### src/rtl/time_scheduler.sv
// Clock-setting scheduler: 1 Hz prescaler, RUN/SET mode FSM and registered
// increment requests to the external seconds/minutes/hours counters.
module time_scheduler #(
  parameter int TICK_DIV    = 50000000,
  parameter int PRESC_WIDTH = 26,
  parameter int SEC_MAX     = 59,
  parameter int MIN_MAX     = 59
) (
  input  logic       clock,
  input  logic       reset,
  input  logic       btn_mode,
  input  logic       btn_inc,
  input  logic [5:0] sec_val,
  input  logic [5:0] min_val,
  output logic       add_sec,
  output logic       add_min,
  output logic       add_hour,
  output logic [1:0] mode,
  output logic       tick,
  output logic       blink
);

  typedef enum logic [1:0] {
    RUN      = 2'd0,
    SET_HOUR = 2'd1,
    SET_MIN  = 2'd2,
    SET_SEC  = 2'd3
  } state_t;

  localparam logic [PRESC_WIDTH-1:0] PRESC_LAST = PRESC_WIDTH'(TICK_DIV - 1);

  state_t                 state_q;
  logic [PRESC_WIDTH-1:0] presc_q;
  logic [PRESC_WIDTH-1:0] presc_d;
  logic                   mode_prev_q;
  logic                   inc_prev_q;
  logic                   tick_q;
  logic                   blink_q;
  logic                   add_sec_q;
  logic                   add_min_q;
  logic                   add_hour_q;

  logic wrap;
  logic mode_press;
  logic inc_act;
  logic sec_at_max;
  logic min_at_max;

  assign wrap       = (presc_q == PRESC_LAST);
  assign presc_d    = wrap ? '0 : presc_q + PRESC_WIDTH'(1);
  assign mode_press = btn_mode & ~mode_prev_q;
  // A mode press in the same cycle swallows any inc press.
  assign inc_act    = btn_inc & ~inc_prev_q & ~mode_press;
  assign sec_at_max = (sec_val == 6'(SEC_MAX));
  assign min_at_max = (min_val == 6'(MIN_MAX));

  always_ff @(posedge clock) begin
    if (!reset) begin
      state_q     <= RUN;
      presc_q     <= '0;
      mode_prev_q <= 1'b1;
      inc_prev_q  <= 1'b1;
      tick_q      <= 1'b0;
      blink_q     <= 1'b0;
      add_sec_q   <= 1'b0;
      add_min_q   <= 1'b0;
      add_hour_q  <= 1'b0;
    end else begin
      mode_prev_q <= btn_mode;
      inc_prev_q  <= btn_inc;
      tick_q      <= wrap;
      presc_q     <= presc_d;
      add_sec_q   <= 1'b0;
      add_min_q   <= 1'b0;
      add_hour_q  <= 1'b0;

      // Carries are decoded from the sampled counter values, not rippled.
      case (state_q)
        RUN: begin
          add_sec_q  <= wrap;
          add_min_q  <= wrap & sec_at_max;
          add_hour_q <= wrap & sec_at_max & min_at_max;
        end
        SET_HOUR: add_hour_q <= inc_act;
        SET_MIN:  add_min_q  <= inc_act;
        SET_SEC:  add_sec_q  <= inc_act;
        default:  ;
      endcase

      if (state_q != RUN && wrap) begin
        blink_q <= ~blink_q;
      end

      if (mode_press) begin
        case (state_q)
          RUN:      state_q <= SET_HOUR;
          SET_HOUR: state_q <= SET_MIN;
          SET_MIN:  state_q <= SET_SEC;
          default: begin
            // Restart the second so the first RUN tick is a full period away.
            state_q <= RUN;
            presc_q <= '0;
            blink_q <= 1'b0;
          end
        endcase
      end
    end
  end

  assign add_sec  = add_sec_q;
  assign add_min  = add_min_q;
  assign add_hour = add_hour_q;
  assign mode     = state_q;
  assign tick     = tick_q;
  assign blink    = blink_q;

endmodule

### config.mk
export PLATFORM = sky130hd
export DESIGN_NAME = time_scheduler
export DESIGN_NICKNAME = d
export VERILOG_FILES = /design/src/rtl/time_scheduler.sv
export SDC_FILE = /design/constraint.sdc
export NUM_CORES = 1
export LEC_CHECK = 0
export CAP_MARGIN = 20
export CORE_MARGIN = 8
export CORE_UTILIZATION = 48
export DETAILED_ROUTE_END_ITERATION = 10
export GPL_ROUTABILITY_DRIVEN = 0
export PLACE_DENSITY = 0.73
export SKIP_CTS_REPAIR_TIMING = 1
export SLEW_MARGIN = 20
export SYNTH_ARGS = -nofsm -noshare
export SYNTH_HDL_FRONTEND = slang
export SYNTH_SLANG_ARGS = --single-unit
### constraint.sdc
create_clock -name clock -period 1.9 [get_ports clock]
set_input_delay 0.285 -clock clock [delete_from_list [all_inputs] [get_ports clock]]
set_output_delay 0.285 -clock clock [all_outputs]
set_load 0.03 [all_outputs]
# [After elaboration in Yosys (flattened, before gate mapping)]
# Index checks and enable logic that the tools add are counted.
[word_totals] regBits=35 inputBits=16
[classes] n_addsub=1 n_eq_ne=6 n_mux=10 bitwise=9 reduce_logical=4
[op_table] op="26-bit 2-to-1 mux" n=3
[op_table] op="26-bit by 1-bit adder with 26-bit output, second input constant" n=1
[op_table] op="26-bit equality test, second input constant" n=1
[op_table] op="6-bit equality test, second input constant" n=2
[op_table] op="1-bit case mux with 2 select lines" n=3
[op_table] op="2-bit case mux with 3 select lines" n=1
[op_table] op="1-bit bitwise AND" n=5
[op_table] op="2-bit equality test, second input constant" n=2
[op_table] op="1-bit inverter" n=4
[op_table] op="1-bit 2-to-1 mux" n=3
[op_table] op="3-bit OR reduction" n=1
[op_table] op="2-bit by 1-bit equality test with 1-bit output, second input constant" n=1
[op_table] op="2-bit zero test" n=1
[op_table] op="2-bit nonzero test" n=1
[op_table] op="1-bit logical AND" n=1

# [Logic depth before layout (Yosys ltp)]
[logic_depth] depth_word=5 mapped_depth=7 ltp_nobuf=6

# [Worst setup path after synthesis]
# No wires, ideal clock.
[synth_path] path_kind="reg-to-reg" from="register presc_q[0]" to="register add_hour_q (netlist: add_hour)" setup_ps=69 arrival_time_ps=1906 required_time_ps=1831 setup_slack_ps=-75 stages_incl_launch_ff=7 path_buffers=0 period_less_slack_ps=1975 cell_sequence="dfxtp_1 ha_1 nand4_1 nor4_2 nand2_2 or4_1 o21ai_1"
[synth_via] elab_chain_len=4
[synth_rtl] item="start: declaration" line_no="33" rtl="logic [PRESC_WIDTH-1:0] presc_q;"
[synth_rtl] item="start signal: assignment" line_no="72" rtl="presc_q <= presc_d;"
[synth_rtl] item="26-bit equality test" line_no="49" rtl="assign wrap = (presc_q == PRESC_LAST);"
[synth_rtl] item="1-bit bitwise AND (2 in series)" line_no="82" rtl="add_hour_q <= wrap & sec_at_max & min_at_max;"
[synth_rtl] item="1-bit case mux with 2 select lines" line_no="78" rtl="case (state_q)"
[synth_rtl] item="end signal: assignment" line_no="82"
[synth_rtl] item="end signal: assignment" line_no="84" rtl="SET_HOUR: add_hour_q <= inc_act;"
[synth_rtl] item="end: declaration" line_no="41" rtl="logic add_hour_q;"
# Every way passes these cells.
# A chain may end at the register's enable or synchronous reset.

# [Worst setup path after layout]
[layout_path] from="register presc_q[1]" to="register blink_q (netlist: blink)"
[layout_via] elab_chain_len=5
[layout_rtl] item="26-bit equality test *" line_no="49"
[layout_rtl] item="1-bit logical AND *" line_no="90" rtl="if (state_q != RUN && wrap) begin"
[layout_rtl] item="1-bit 2-to-1 mux *" line_no="90"
[layout_rtl] item="1-bit 2-to-1 mux" line_no="95" rtl="case (state_q)"
[layout_rtl] item="1-bit 2-to-1 mux *" line_no="94" rtl="if (mode_press) begin"
[layout_rtl] item="end signal: assignment" line_no="91" rtl="blink_q <= ~blink_q;"
[layout_rtl] item="end: declaration" line_no="38" rtl="logic blink_q;"
# Every way passes the cells marked *; elsewhere a longest branch is shown, timed or not.

==> out/results.ini <==
[synth]
synth_seq_cells = 35
syn_area_per_cell_um2 = 8.70
yosys_warnings = 0
ys_types = 34
syn_inst = 182
seq_area_frac_synth_pct = 44.3
syn_nets = 203
synth_area_um2 = 1580

[cells_and_area]
area_delta_synth_final_pct = 34.2
drive_gt1_share_pct = 18.8
finalInstanceArea_um2 = 2120
finalNetCount = 249
antennaDiodeCount = 0

[worst_setup_path]
cpMaxStageDelayCell = or4_4
path_cells = ha_4, nand4_1, nor4_4, nand2_2, or4_4, a21oi_2
cp.required_ns = 2.18
setup.worst_path.start = presc_q[1]$_SDFF_PN0_
reg2reg_to = blink$_SDFF_PN0_
critPathMaxFanout = 5
worst-setup-path-type = flip-flop to flip-flop
r2r-start = presc_q[1]$_SDFF_PN0_
endpoint = blink$_SDFF_PN0_
worstSetupEndpointType = flip-flop
reg2reg_depth = 6
slowest_delay_ns = 0.44
arrival_ns = 2.16
r2r_slack_ns = 0.02
cp-start-kind = flip-flop

[timing]
fin_crit_sh_pct = 98.7
finalHoldViolations = 0
fmax_mhz = 533
tightest_slew_ns = 0.380
drv_slew = 0
setup_viol_count_final = 0
rsz0062_at_grt = true
max-slew-margin-rel_pct = 74.6
fin_crit_ns = 1.88
skew_ns = 0.00787
setup_slack_ns = 0.0244

[route]
ant_nets = 0
wl_per_cell_um = 12.8
drt_iter0_markers = 77
wirelength_mm = 3.51
vias = 1411
first_pass_iters = 4
vias_per_cell = 5.13
drc = 0

[clocking]
htreeDepth = 2
numCtsBuffers = 5
clk_pin_slew_ns = 0.11
clockBufferDepth = 2
cts_sinks = 35
clockRootBuffer = clkbuf_4
cts_tree = done
clk_latency_ns = 0.34

[grt]
grt-ovfl-total = 0
use_met3_pct = 5.05
antenna_found_initial = 0
gr-usage-all-layers_pct = 13.5
grt_max_degree = 21
use_met1_pct = 14.3
grt_most_used_layer = met2
gr-usage-met2_pct = 23.5
grt_pass1_wl_mm = 5.72
grt_pass1_vias = 1334

[floorplanning]
std_cell_rows = 21
ios = 23
core_area_um2 = 3260
die_h_um = 73.4
dieArea_um2 = 5390
die_w_um = 73.4
initial_core_util_pct = 48.6

[worst_hold_path]
hp-class = flip-flop to flip-flop

[placed_design]
place_area_um2 = 1990
dp_hpwl_mm = 2.58
place_ws_ns = 0.0528
port_buffers = 22

[power_and_ir_drop]
power_leakage_nw = 0.772
ir_worst_vdd_v = 0.000560
p_per_area_nw_per_um2 = 622

[outcome]
outcome = finished clean

[run]
drv_cap = 0

-- synth_stat cells --
library cell	n	area (um2)
a211oi_1	1	7.51
a21oi_1	6	30.0
a22oi_1	2	15.0
a31oi_1	1	6.26
a32oi_1	1	8.76
and3_1	1	6.26
and4_1	1	8.76
and4b_1	2	20.0
buf_2	2	10.0
dfxtp_1	35	701
ha_1	5	62.6
inv_1	7	26.3
nand2_1	17	63.8
nand2_2	1	6.26
nand2b_1	2	12.5
nand3_1	15	75.1
nand4_1	8	50.1
nand4bb_1	1	11.3
nor2_1	32	120
nor2b_1	1	6.26
nor3_1	5	25.0
nor4_1	1	6.26
nor4_2	1	12.5
nor4_4	1	21.3
nor4b_2	1	15.0
o21ai_0	3	15.0
o21ai_1	1	5.00
o21bai_1	1	7.51
o31ai_1	1	7.51
or3_1	3	18.8
or4_1	2	15.0
or4_4	1	11.3
xnor2_1	8	70.1
xor2_1	12	105
-- per-layer routing --
layer  share of wire [%]  wire, um  vias up
li1                    -         -      726
met1                  43      1520      648
met2                  50      1750       33
met3                 6.0       210        4
met4                0.71        25        0
met5                   0         0        -
-- cells by family after synthesis --
group           count (synthesis)  share of synthesized area [%]
simple gates                   96                           31.9
flops                          35                           44.3
xor+xnor                       20                           11.1
compound gates                 17                           6.48
buf+inv                         9                           2.29
fa+ha+maj                       5                           3.95
-- sequential cells by signal, indices dropped and copies added, names as in the netlist --
signal       flops
blink            1
add_min          1
mode_prev_q      1
presc_q         26
inc_prev_q       1
add_sec          1
tick             1
mode             2
add_hour         1
-- metrics by stage --
stage	TNS [ns]	hold slack, ns	power [mW]	std cells	util [%]
2_1_floorplan	0	0.358	0.807	182	-
3_3_place_gp	0	0.469	0.855	265	61.0
3_5_place_dp	0	0.493	0.859	265	61.0
4_1_cts	0	0.501	1.33	273	63.2
5_1_grt	-0.402	0.499	1.39	275	65.2
6_report	0	0.511	1.32	275	65.2
-- cell type report --
type	count	area, um2
Fill cell	277	1130
Multi-Input combinational cell	138	896
Sequential cell	35	706
Timing Repair Buffer	41	367
Clock buffer	7	65.1
Tap cell	46	57.6
Inverter	7	26.3
Clock inverter	1	7.51
-- worst max-delay path: cells and delay by family, from the launching register on --
family | cells | cell delay, ns
simple gates | 4 | 1.17
compound gates | 1 | 0.12
flops | 1 | 0.38
fa+ha+maj | 1 | 0.15
-- where the power goes --
part	switching [mW]	total [mW]	internal, mW
combinational	0.0405	0.0973	0.0568
clock	0.250	0.466	0.216
sequential	0.0116	0.757	0.745
total	0.302	1.32	1.02
-- cells in the final DEF (no fill, tap or decap), types with 3 or more instances in the layout --
| master | n |
|---|---|
| nor3_1 | 5 |
| dfxtp_1 | 33 |
| nor2_1 | 31 |
| xnor2_1 | 8 |
| clkdlybuf4s50_1 | 22 |
| or3_1 | 3 |
| inv_1 | 7 |
| buf_4 | 18 |
| nand4_1 | 8 |
| o21ai_0 | 3 |
| clkbuf_4 | 5 |
| nand2_1 | 16 |
| a21oi_1 | 4 |
| nand3_1 | 15 |
| xor2_1 | 12 |
| ha_1 | 4 |
| or4_4 | 3 |
-- worst min path at each step --
| stage | startpoint | to | slack [ns] | cells after the start |
|---|---|---|---|---|
| after floorplan | reset | inc_prev_q$_SDFF_PN1_ | 0.36 | 1 |
| final | blink$_SDFF_PN0_ | blink$_SDFF_PN0_ | 0.51 | 2 |
| after global routing | btn_mode | mode_prev_q$_SDFF_PN1_ | 0.50 | 2 |
| after CTS | min_val[0] | add_hour$_SDFF_PN0_ | 0.50 | 3 |
| after detailed placement | blink$_SDFF_PN0_ | blink$_SDFF_PN0_ | 0.49 | 2 |
| after global placement | blink$_SDFF_PN0_ | blink$_SDFF_PN0_ | 0.47 | 2 |
No activity file was read; power rests on OpenSTA's default activity.
